File: src/rtl/hls_prims_pkg.sv
// Constants shared by the HLS leaf primitives and the blocks that combine them.
package hls_prims_pkg;

  localparam int BB_ID_WIDTH_DEF = 32;
  // Block ID the control FSM reports as the function entry; last_block resets to it.
  localparam int ENTRY_BB        = 0;

endpackage

File: src/rtl/hls_phi_add_if.sv
// Bundle of the basic-block report, phi operands and adder results around hls_phi_add.
interface hls_phi_add_if
  import hls_prims_pkg::*;
#(
  parameter int WIDTH       = 8,
  parameter int NB_PAIR     = 2,
  parameter int BB_ID_WIDTH = BB_ID_WIDTH_DEF
);

  logic                           bb_valid;
  logic [BB_ID_WIDTH-1:0]         bb_id;
  logic [NB_PAIR*WIDTH-1:0]       phi_in;
  logic [NB_PAIR*BB_ID_WIDTH-1:0] phi_s;
  logic [WIDTH-1:0]               add_in1;
  logic [BB_ID_WIDTH-1:0]         last_block;
  logic [WIDTH-1:0]               phi_out;
  logic                           phi_hit;
  logic [WIDTH-1:0]               sum_out;

  modport master (
    output bb_valid, bb_id, phi_in, phi_s, add_in1,
    input  last_block, phi_out, phi_hit, sum_out
  );

  modport slave (
    input  bb_valid, bb_id, phi_in, phi_s, add_in1,
    output last_block, phi_out, phi_hit, sum_out
  );

endinterface

File: src/rtl/hls_phi_add_add.sv
// add primitive: WIDTH-bit wrap-around adder, carry discarded.
module add #(
  parameter int WIDTH = 8
) (
  input  logic [WIDTH-1:0] in0,
  input  logic [WIDTH-1:0] in1,
  output logic [WIDTH-1:0] out
);

  assign out = in0 + in1;

endmodule

File: src/rtl/hls_phi_add_br_dummy.sv
// Branch primitive: carries no logic, exists so each branch leaves one unit in the netlist.
module br_dummy;
endmodule

File: src/rtl/hls_phi_add_phi.sv
// phi primitive: picks the value whose predecessor block ID matches the last completed block.
module phi
  import hls_prims_pkg::*;
#(
  parameter int NB_PAIR     = 2,
  parameter int WIDTH       = 8,
  parameter int BB_ID_WIDTH = BB_ID_WIDTH_DEF
) (
  input  logic [NB_PAIR*WIDTH-1:0]       in,
  input  logic [NB_PAIR*BB_ID_WIDTH-1:0] s,
  input  logic [BB_ID_WIDTH-1:0]         last_block,
  output logic [WIDTH-1:0]               out,
  output logic                           hit
);

  // Scan from the top down so the lowest matching index is the last writer.
  always_comb begin
    out = '0;
    hit = 1'b0;
    for (int i = NB_PAIR - 1; i >= 0; i--) begin
      if (s[i*BB_ID_WIDTH +: BB_ID_WIDTH] == last_block) begin
        out = in[i*WIDTH +: WIDTH];
        hit = 1'b1;
      end
    end
  end

endmodule

File: src/rtl/hls_phi_add.sv
// Phi select of the last completed block's value, followed by a wrap-around increment.
module hls_phi_add
  import hls_prims_pkg::*;
#(
  parameter int WIDTH       = 8,
  parameter int NB_PAIR     = 2,
  parameter int BB_ID_WIDTH = BB_ID_WIDTH_DEF
) (
  input  logic         clk,
  input  logic         rst,
  hls_phi_add_if.slave bus
);

  logic [BB_ID_WIDTH-1:0] r_last_block;
  logic [WIDTH-1:0]       w_phi_out;
  logic                   w_phi_hit;
  logic [WIDTH-1:0]       w_sum_out;

  always_ff @(posedge clk) begin
    if (rst)
      r_last_block <= BB_ID_WIDTH'(ENTRY_BB);
    else if (bus.bb_valid)
      r_last_block <= bus.bb_id;
  end

  // Selection and add are combinational from the register; no path loops back into it.
  phi #(
    .NB_PAIR     (NB_PAIR),
    .WIDTH       (WIDTH),
    .BB_ID_WIDTH (BB_ID_WIDTH)
  ) u_phi (
    .in         (bus.phi_in),
    .s          (bus.phi_s),
    .last_block (r_last_block),
    .out        (w_phi_out),
    .hit        (w_phi_hit)
  );

  add #(
    .WIDTH (WIDTH)
  ) u_add (
    .in0 (w_phi_out),
    .in1 (bus.add_in1),
    .out (w_sum_out)
  );

  br_dummy u_br ();

  assign bus.last_block = r_last_block;
  assign bus.phi_out    = w_phi_out;
  assign bus.phi_hit    = w_phi_hit;
  assign bus.sum_out    = w_sum_out;

endmodule

File: src/flat_wrapper.sv
// flat-port wrapper written by rule: the top's interface ports become plain ports
module hls_phi_add_flat import hls_prims_pkg::*;
#(
  parameter int WIDTH       = 8,
  parameter int NB_PAIR     = 2,
  parameter int BB_ID_WIDTH = BB_ID_WIDTH_DEF
)
  (clk, rst, bus_bb_valid, bus_bb_id, bus_phi_in, bus_phi_s, bus_add_in1, bus_last_block, bus_phi_out, bus_phi_hit, bus_sum_out);
  hls_phi_add_if #(.WIDTH(WIDTH), .NB_PAIR(NB_PAIR), .BB_ID_WIDTH(BB_ID_WIDTH)) bus_i ();
  input  logic clk;
  input  logic rst;
  input wire logic [$bits(bus_i.bb_valid)-1:0] bus_bb_valid;
  input wire logic [$bits(bus_i.bb_id)-1:0] bus_bb_id;
  input wire logic [$bits(bus_i.phi_in)-1:0] bus_phi_in;
  input wire logic [$bits(bus_i.phi_s)-1:0] bus_phi_s;
  input wire logic [$bits(bus_i.add_in1)-1:0] bus_add_in1;
  output wire logic [$bits(bus_i.last_block)-1:0] bus_last_block;
  output wire logic [$bits(bus_i.phi_out)-1:0] bus_phi_out;
  output wire logic [$bits(bus_i.phi_hit)-1:0] bus_phi_hit;
  output wire logic [$bits(bus_i.sum_out)-1:0] bus_sum_out;
  assign bus_i.bb_valid = bus_bb_valid;
  assign bus_i.bb_id = bus_bb_id;
  assign bus_i.phi_in = bus_phi_in;
  assign bus_i.phi_s = bus_phi_s;
  assign bus_i.add_in1 = bus_add_in1;
  assign bus_last_block = bus_i.last_block;
  assign bus_phi_out = bus_i.phi_out;
  assign bus_phi_hit = bus_i.phi_hit;
  assign bus_sum_out = bus_i.sum_out;
  hls_phi_add #(.WIDTH(WIDTH), .NB_PAIR(NB_PAIR), .BB_ID_WIDTH(BB_ID_WIDTH)) u_core (.clk(clk), .rst(rst), .bus(bus_i));
endmodule
File: config.mk
export PLATFORM = sky130hd
export DESIGN_NAME = hls_phi_add_flat
export DESIGN_NICKNAME = d
export VERILOG_FILES = /design/src/rtl/hls_prims_pkg.sv /design/src/rtl/hls_phi_add_if.sv /design/src/rtl/hls_phi_add_add.sv /design/src/rtl/hls_phi_add_br_dummy.sv /design/src/rtl/hls_phi_add_phi.sv /design/src/rtl/hls_phi_add.sv /design/src/flat_wrapper.sv
export SDC_FILE = /design/constraint.sdc
export NUM_CORES = 1
export LEC_CHECK = 0
export ABC_CLOCK_PERIOD_IN_PS = 8900
export BUFFER_PORTS_ARGS = -buffer_cell sky130_fd_sc_hd__buf_2
export CAP_MARGIN = 25
export CORE_UTILIZATION = 29
export DETAILED_ROUTE_END_ITERATION = 10
export PLACE_DENSITY_LB_ADDON = 0.1
export SLEW_MARGIN = 15
export SYNTH_ARGS = -nofsm -noshare
export SYNTH_HDL_FRONTEND = slang
export SYNTH_SLANG_ARGS = --single-unit
export TNS_END_PERCENT = 1
File: constraint.sdc
create_clock -name clk -period 8.9 [get_ports clk]
set_input_delay 0.445 -clock clk [delete_from_list [all_inputs] [get_ports clk]]
set_output_delay 0.445 -clock clk [all_outputs]
set_load 0.02 [all_outputs]
==> results.md, run 1 <==
* Status: complete, no violations
* Number of port buffers at ~170
* Die H at ~90 microns
* Endpoints failing hold at 0
* All-Layer GR Usage at between 10% and 20%
* CP Capture Point: bus_sum_out[7]
* Initial antenna violation count at 0
* Core Region at between 0.007 and 0.008 sq mm
* Worst path slowest cell: nor4_1
* Max-Cap Viols at 0
* R2R Path Start: u_core.bus.last_block[21]
* Worst relative slew slack at between 30% and 40%
* Slew @ Worst Pin at between 1000 and 1500 ps
* Crit-path leading delay family: simple AND/OR/NAND/NOR gates
* Post-cts resize count at 0
* Die area at 0.007933 sq mm
* First-pass DRT Iterations at 4
* Per-cell routed wire length at 13.32 microns
* Residual DRC at 0
* DPL Wire Length at 5.675 mm
* Crit path largest cell delay at ~570 ps
* Initial Util at a little under a third
* Primary FF master, synth: dfxtp_1
* Syn Nets at roughly 370
* Antenna fix cells at 0
* Synth area leaders: dfxtp_1, mux2i_1, xnor2_1
* Overall power at between 300 and 400 uW
* Worst r2r dst: u_core.bus.last_block[21]
* Total Wirelength at 6.818 mm
* WP depth at 14
* Setup TNS at 0 ps
* Mapped cell area at around 0.0022 sq mm
* Via density at about 4.4
* Post-CTS Hold Buffers at 0
* Synth warnings at 0
* CTS H-Tree Depth at 2
* Cell count after synthesis at around 240
* Remaining Overflow, GRT at 0
* Crit path kind: flop to output port
* Distinct cells, synth at 25
* Post-synthesis sequential area ratio at between 20% and 30%
* Post-synth ARST share at 0%
* Clk_lat worst skew at between 200 and 300 ps
* Clock skew at 0 ps
* Top cells by count, synth: nor2_1, xnor2_1, xor2_1
* RSZ-0062 raised after global routing: no
* Num ports at ~170
* CP required at around 8500 ps
* Worst EP arrival at between 4000 and 5000 ps
* Synth area leader: dfxtp_1
* Share of cells above drive strength 1 at between 40 and 50%
* CTS Sinks at 32
* IR Drop Worst-Case VDD at just over 0.00005 V
* Post-CTS setup buffers at 0
* Final Setup Violations at 0
* Antenna Nets Post-Route at 0
* Crit path buffers/inverters at 1
* Period utilisation layout at roughly half
* Via count at 2241
* Avg Cell Area, Syn at slightly above 9 sq um
* CTS tree: built
* Global-route wire length before repair at approximately 9.8 mm
* Die X at 89.07 microns
* Yosys top cell area share at 29.14%
* Crit path cell chain: xor2_1, nor4_1, nand4_1, nor2_1, nand3_1, o21ai_1, ha_1, a21o_1, a21oi_1, nor2b_1, o21a_1, o41ai_1, xnor3_1, buf_2
* FF-to-FF setup slack at between 8000 and 9000 ps
* Minimum clock period at between 4000 and 5000 ps
* CP Launch Point: u_core.bus.last_block[23]
* Worst hold path class: input pin to flop
* Worst setup EP type: output port
* Max reg flops at 32
* Row count at 31
* Area grow syn2layout at 46.90%
* Reg2Reg Depth at 2
* Final Wtd Congestion at roughly 0.74
* Clk slew on worst S/H paths at 70 ps
* PwrDens at roughly 120 mW/mm^2
* Starting DRT DRC Count at 25
* EDFF count, synth at 0
* TritonCTS buffer count at 5
* Largest net degree at the start of global routing at 33
* Nets@finish at 544
* Fin. max-slew vios at 0
* CTS root buf: clkbuf_8
* Critical path launch point type: flop
* Vias in the first global route at around 2000
* Clock buffer depth at 2
* Crit-path max FO at 7
* Flops & latches, synth at 32
* Leak at approximately 1.7 nW
* Max Fclk at roughly 220 MHz
[layer usage]
layer | share of wire [%] | GRT usage (%) | vias up | wire (microns)
met2 | 46 | 27.55 | 90 | 3153
li1 | - | - | 1167 | -
met1 | 45 | 21.49 | 980 | 3044
met5 | 0 | 0 | - | 0
met4 | 0.75 | 3.463 | 0 | 51
met3 | 8.3 | 4.709 | 4 | 569
[kinds of logic after synthesis]
| family | Yosys count | share of synthesized area [%] |
|---|---|---|
| DFF | 32 | 29.14 |
| muxes | 33 | 15.25 |
| buffers and inverters | 17 | 2.902 |
| xor gates and xnor gates | 70 | 28.51 |
| AOI/OAI and AO/OA | 16 | 4.269 |
| and+or+nand+nor | 67 | 15.03 |
| adders and majority gates | 8 | 4.895 |
[how the worst min path moves through the flow]
stage | cells after the start | endpoint | slack, ps | from
floorplan | 1 | u_core.bus.last_block[19] | 520 | rst
global placement | 2 | u_core.bus.last_block[18] | 560 | u_core.bus.last_block[18]
detailed placement | 2 | u_core.bus.last_block[24] | 560 | u_core.bus.last_block[24]
CTS | 3 | u_core.bus.last_block[11] | 390 | bus_bb_id[11]
global route | 3 | u_core.bus.last_block[2] | 400 | bus_bb_id[2]
finish | 3 | u_core.bus.last_block[19] | 400 | bus_bb_id[19]
[where the power goes]
group          leakage (nW)  switching (mW)  internal [mW]
Combinational          1.43          0.0516         0.0540
Clock                0.0400          0.0522         0.0529
Sequential            0.264          0.0120          0.152
[stage by stage]
step                area, sq um  util, %  worst slack (ps)  hold WS [ps]  std cells
detailed placement         3148    43.17              4409         561.0        505
global placement           3148    43.17              4414         555.1        505
finish                     3229    44.29              4302         401.3        512
floorplan                  2198        -              5070         517.4        243
global route               3229    44.29              4041         404.4        512
CTS                        3229    44.29              4289         392.9        512
[final cells by class]
type	instances	area, sq um
fillers	793	4063
multi-input cells	194	1494
repair buffers	171	855.8
flip-flops and latches	32	640.6
well taps	99	123.9
clock buffers	5	68.82
inverters	9	33.78
clock inverters	2	12.51
[layout by cell type (no fill, tap or decap)]
master      instances
a21o_1              2
a21oi_1             3
buf_2             171
clkbuf_8            5
clkinv_2            1
clkinvlp_4          1
dfxtp_1            32
fa_1                1
ha_1                7
inv_1               9
mux2_4              1
mux2i_1            32
nand2_2             1
nand3_1             7
nand4_1            10
nor2_1             36
nor2b_1             1
nor3_1              2
nor4_1              8
nor4_2              2
o21a_1              1
o21ai_1             8
o21bai_1            1
o41ai_1             1
xnor2_1            36
xnor3_1             1
xor2_1             33
[worst min-delay path, cell delays in order]
cell and delay, ps:
buf_2 70, mux2i_1 50, nor2_1 70
(Power assumes the default switching activity.)
==> inputs of run 2 (changes only) <==
Settings changed: ABC_CLOCK_PERIOD_IN_PS 8900 to 4300.
Clock period 8.9 ns to 4.3 ns, I/O delays scaled along.
==> run 2 against run 1 <==
  * Clock skew stayed put
  * Cell area is 1.0% higher
  * Worst hold slack worse by 240 ps
  * Sequential cell count stayed put
  * Sequential share of layout area is 0.21 points lower
  * First-iteration DRC count is 28% higher
  * Wire length is 3.1% higher
  * Via count is 0.36% lower
  * Final cell count is 0.39% higher
  * Clock power grew to 2.7 times the previous value
  * Power is 130% higher
==> results.md, run 2 (synthesis gave the netlist of run 1 again) <==
* Number of port buffers at around 170
* Clock skew at 0 ps
* First-pass DRT Iterations at 4
* Fill cell count at roughly 800
* RSZ-0062 raised after global routing: no
* Post-cts resize count at 0
* Top layer in use: met4
* Total Wirelength at around 7 mm
* Register Area at roughly 640 sq um
* DR WL met3 at approximately 560 microns
* Max-Cap Viols at 0
* Endpoints failing hold at 0
* Post-CTS Hold Buffers at 0
* Most frequent cells in the layout: buf_2, xnor2_1, nor2_1, xor2_1
* Num ports at 172
* Fin. max-slew vios at 0
* Clk slew on worst S/H paths at approximately 70 ps
* Post-CTS setup buffers at 0
* CTS H-Tree Depth at 2
* Commonest non-fill, non-tap cell in the layout: buf_2
* Die area at around 0.008 sq mm
* TritonCTS buffer count at 5
* Worst EP arrival at 3910 ps
* Share of cells above drive strength 1 at roughly 44%
* Overall power at 845.8 uW
* Area grow syn2layout at 48.43%
* PwrDens at about 260 mW/mm^2
* Nets@finish at between 500 and 600
* All-Layer GR Usage at between 10% and 20%
* CTS root buf: clkbuf_8
* Antenna fix cells at 0
* CTS Sinks at 32
* Via count at ~2200
* Crit-path max FO at 4
* Minimum clock period at ~4100 ps
* DPL Wire Length at 5.863 mm
* Met2 Wirelength at approximately 3.2 mm
* Residual DRC at 0
* Final Setup Violations at 0
* Starting DRT DRC Count at 32
* CTS tree: built
* Period utilisation layout at 95.92%
* M1 WL at about 3.2 mm
* Initial Util at approximately 30%
* Initial antenna violation count at 0
* Antenna Nets Post-Route at 0
* Die H at 89.07 microns
* Slew @ Worst Pin at 987.3 ps
* Worst relative slew slack at between 30% and 40%
* Final Wtd Congestion at slightly below 0.8
* Clk_lat worst skew at around 280 ps
* Per-cell routed wire length at between 10 and 15 microns
* Core Region at 0.007292 sq mm
* Reg2Reg Depth at 2
* Worst hold path class: input pin to flop
* Vias in the first global route at roughly 2000
* Status: complete, no violations
* Crit path kind: flop to output port
* Max reg flops at 32
* Global-route wire length before repair at 10.03 mm
* Hold depth at 3
* Clock buffer depth at 2
* CP required at roughly 4100 ps
* Die X at between 80 and 90 microns
* IR Drop Worst-Case VDD at between 0.00015 and 0.0002 V
* Leak at roughly 1.8 nW
* Remaining Overflow, GRT at 0
* Largest net degree at the start of global routing at 33
* Critical path launch point type: flop
* Area of the multi-input gates at 0.001494 sq mm
* Max Fclk at between 200 and 250 MHz
* Setup TNS at 0 ps
* Row count at 31
* Worst setup EP type: output port
* Via density at around 4.3
[run 2: cell types whose count changed in the layout (fill, tap and decap cells not counted), sizes merged]
cell and delta:
buf +1, clkinvlp -1, clkbuf +1, bufinv +1
[run 2: worst max-delay path: stages, from the launching register on]
cell	delay (ps)
dfxtp_1	350
xor2_1	170
nor4_1	600
nand4_1	300
nor2_1	270
nand3_1	100
o21ai_1	170
ha_1	280
a21o_1	150
a21oi_1	200
nor2b_1	70
o21a_1	190
o41ai_1	360
xnor3_1	270
buf_2	160
[run 2: final cells by class]
type,instances,area share [%]
flip-flops and latches,32,19.63
clock buffers,6,2.224
multi-input cells,194,45.78
well taps,99,3.796
clock inverters,2,1.074
repair buffers,172,26.46
inverters,9,1.035
[run 2: worst paths after layout]
kind / startpoint / slack, ps / end
max: u_core.bus.last_block[23] / 180 / bus_sum_out[7]
min: bus_bb_id[17] / 170 / u_core.bus.last_block[17]
max reg2reg: u_core.bus.last_block[11] / 3580 / u_core.bus.last_block[11]
min reg2reg: u_core.bus.last_block[24] / 560 / u_core.bus.last_block[24]
[run 2: per-layer routing]
layer  vias up  GRT usage, %
met1       961         22.38
li1       1167             -
met2        96         27.55
met5         -             0
met4         0         4.906
met3         9         4.709
[run 2: power by group]
part | internal [mW] | switching [mW] | leakage, nW
Clock | 0.172 | 0.115 | 0.0552
Combinational | 0.112 | 0.109 | 1.43
Sequential | 0.314 | 0.0242 | 0.264
Total | 0.598 | 0.248 | 1.75
[run 2: through the flow]
step	hold slack (ps)	cells	area (sq um)	util (%)	worst slack [ps]
floorplan	287.4	243	2198	-	700.3
global placement	448.5	506	3156	43.27	557.2
detailed placement	455.9	506	3156	43.27	546.9
CTS	155.0	514	3263	44.75	218.7
global route	162.0	514	3263	44.75	13.42
finish	166.1	514	3263	44.75	175.6
==> inputs of run 3 (changes only) <==
Settings changed: BUFFER_PORTS_ARGS -buffer_cell sky130_fd_sc_hd__buf_2 to -buffer_cell sky130_fd_sc_hd__clkbuf_2, CELL_PAD_IN_SITES_DETAIL_PLACEMENT set to 1, CELL_PAD_IN_SITES_GLOBAL_PLACEMENT set to 1, CORE_UTILIZATION 29 to 27, RECOVER_POWER set to 25.
==> run 3 against run 2 <==
  * The flow now finishes with violations (max-capacitance violations, max-slew violations)
  * Worst setup slack better by 59 ps
  * Worst hold slack is essentially flat
  * Core utilization decreased by 2.8 points
  * Sequential cell count unchanged
  * Cell area is 0.38% higher
  * Critical path depth did not move
  * Clock power is essentially flat
  * Highest routed layer unchanged
==> results.md, run 3 (synthesis gave the netlist of run 1 again) <==
* Clk slew on worst S/H paths at ~70 ps
* CP required at 4090 ps
* Via count at 2298
* CTS tree: built
* Crit-path max FO at 4
* Commonest non-fill, non-tap cell in the layout: clkbuf_2
* CTS root buf: clkbuf_8
* Residual DRC at 0
* RSZ-0062 raised after global routing: no
* Max Fclk at around 250 MHz
* Antenna fix cells at 0
* Setup TNS at 0 ps
* Starting DRT DRC Count at 40
* Clock skew at 0 ps
* Die H at ~92 microns
* Row count at 32
* Post-CTS Hold Buffers at 0
* FF-to-FF setup slack at approximately 3500 ps
* Number of port buffers at approximately 170
* Final Setup Violations at 0
* Largest net degree at the start of global routing at 33
* Remaining Overflow, GRT at 0
* First-pass DRT Iterations at 4
* CTS Sinks at 32
* Crit path kind: flop to output port
* Worst setup EP type: output port
* PwrDens at 260.9 mW/mm^2
* Nets@finish at approximately 550
* Slew @ Worst Pin at between 1500 and 2000 ps
* Total Wirelength at ~7.9 mm
* Most frequent cells in the layout: clkbuf_2, xnor2_1, nor2_1, xor2_1
* Endpoints failing hold at 0
* DPL Wire Length at a little under 7 mm
* Global-route wire length before repair at 12.30 mm
* Failing checks: max-capacitance violations, max-slew violations
* Placed cell area at ~0.0032 sq mm
* Worst relative slew slack at -1.166%
* Per-cell routed wire length at 15.33 microns
* Clk_lat worst skew at about 280 ps
* Antenna Nets Post-Route at 0
* Fin. max-slew vios at 21
* Area grow syn2layout at 49.00%
* Max-Cap Viols at 1
* Max reg flops at 32
* Die area at approximately 0.0085 sq mm
* Core Region at 0.007807 sq mm
* Share of cells above drive strength 1 at 43.99%
* Cell area after layout at around 0.0033 sq mm
* Vias in the first global route at about 2400
* Worst EP arrival at around 3900 ps
* Non-filler instance count after layout at between 500 and 600
* Final Wtd Congestion at 0.7797
* Clock buffer depth at 2
* Worst hold path class: input pin to flop
* Initial Util at between 20% and 30%
* Minimum clock period at between 4000 and 5000 ps
* Via density at between 4 and 5
* # placed instances at around 500
* Num ports at between 150 and 200
* Critical path launch point type: flop
* Period utilisation layout at a little over nine tenths
* Initial antenna violation count at 0
* IR Drop Worst-Case VDD at about 0.00012 V
* Die X at between 90 and 100 microns
* CTS H-Tree Depth at 2
* Leak at about 1.8 nW
* All-Layer GR Usage at 18.87%
* TritonCTS buffer count at 5
* Status: finished with violations
==> run 3: changes by cell type in the layout (fill, tap and decap cells not counted), sizes merged <==
cell | previous run | this run
clkbuf | 6 | 178
buf | 172 | 1
==> run 3: layout make-up <==
type | instances | area, sq um
fillers | 1001 | 4532
multi-input cells | 194 | 1500
repair buffers | 173 | 865.8
flip-flops and latches | 32 | 640.6
well taps | 102 | 127.6
clock buffers | 6 | 72.57
clock inverters | 2 | 35.03
inverters | 9 | 33.78
==> run 3: power breakdown <==
part	switching [mW]	leakage, nW	internal [mW]	total, mW
Sequential	0.0246	0.264	0.314	0.339
Combinational	0.116	1.44	0.113	0.228
Clock	0.116	0.0552	0.172	0.288
Total	0.256	1.75	0.599	0.855
==> run 3: worst max-delay path, cell delays in order (launching register included) <==
cell and delay (ps):
dfxtp_1 360, xor2_1 180, nor4_1 530, nand4_1 270, nor2_1 290, nand3_1 110, o21ai_1 190, ha_1 290
a21o_1 160, a21oi_1 210, nor2b_1 80, o21a_1 200, o41ai_1 290, xnor3_1 260, clkbuf_2 160
==> run 3: path summary, 6_finish.rpt <==
kind | cells after the start | startpoint | endpoint
worst min-delay path | 3 | bus_bb_id[29] | u_core.bus.last_block[29]
worst max register to register | 2 | u_core.bus.last_block[10] | u_core.bus.last_block[10]
worst min register to register | 2 | u_core.bus.last_block[25] | u_core.bus.last_block[25]
worst max-delay path | 14 | u_core.bus.last_block[23] | bus_sum_out[7]
==> run 3: per-stage QoR <==
step	hold slack (ps)	utilization, %	power (mW)	worst slack [ps]
6_report	166.2	41.96	0.8547	235.0
3_5_place_dp	458.6	40.72	0.5771	472.9
3_3_place_gp	449.7	40.46	0.5732	492.2
5_1_grt	176.5	41.96	0.9017	65.67
2_1_floorplan	287.4	-	0.4640	700.3
4_1_cts	161.3	42.10	0.8677	147.4
==> run 3: routing by layer <==
layer / wire length, microns / share of wire (%) / vias to the layer above / GRT usage, %
met5: 0 / 0 / - / 0
met4: 68 / 0.86 / 0 / 3.646
met3: 552 / 7.0 / 6 / 4.809
met2: 3798 / 48 / 95 / 32.65
met1: 3524 / 44 / 1028 / 23.61
li1: - / - / 1169 / -
==> run 3: repair_timing <==
| action | CTS | global route |
|---|---|---|
| buffers inserted | 0 | 0 |
| endpoints found under the hold margin | 0 | 0 |
| gates resized for setup | 0 | 1 |
| setup endpoints to repair | 0 | 1 |
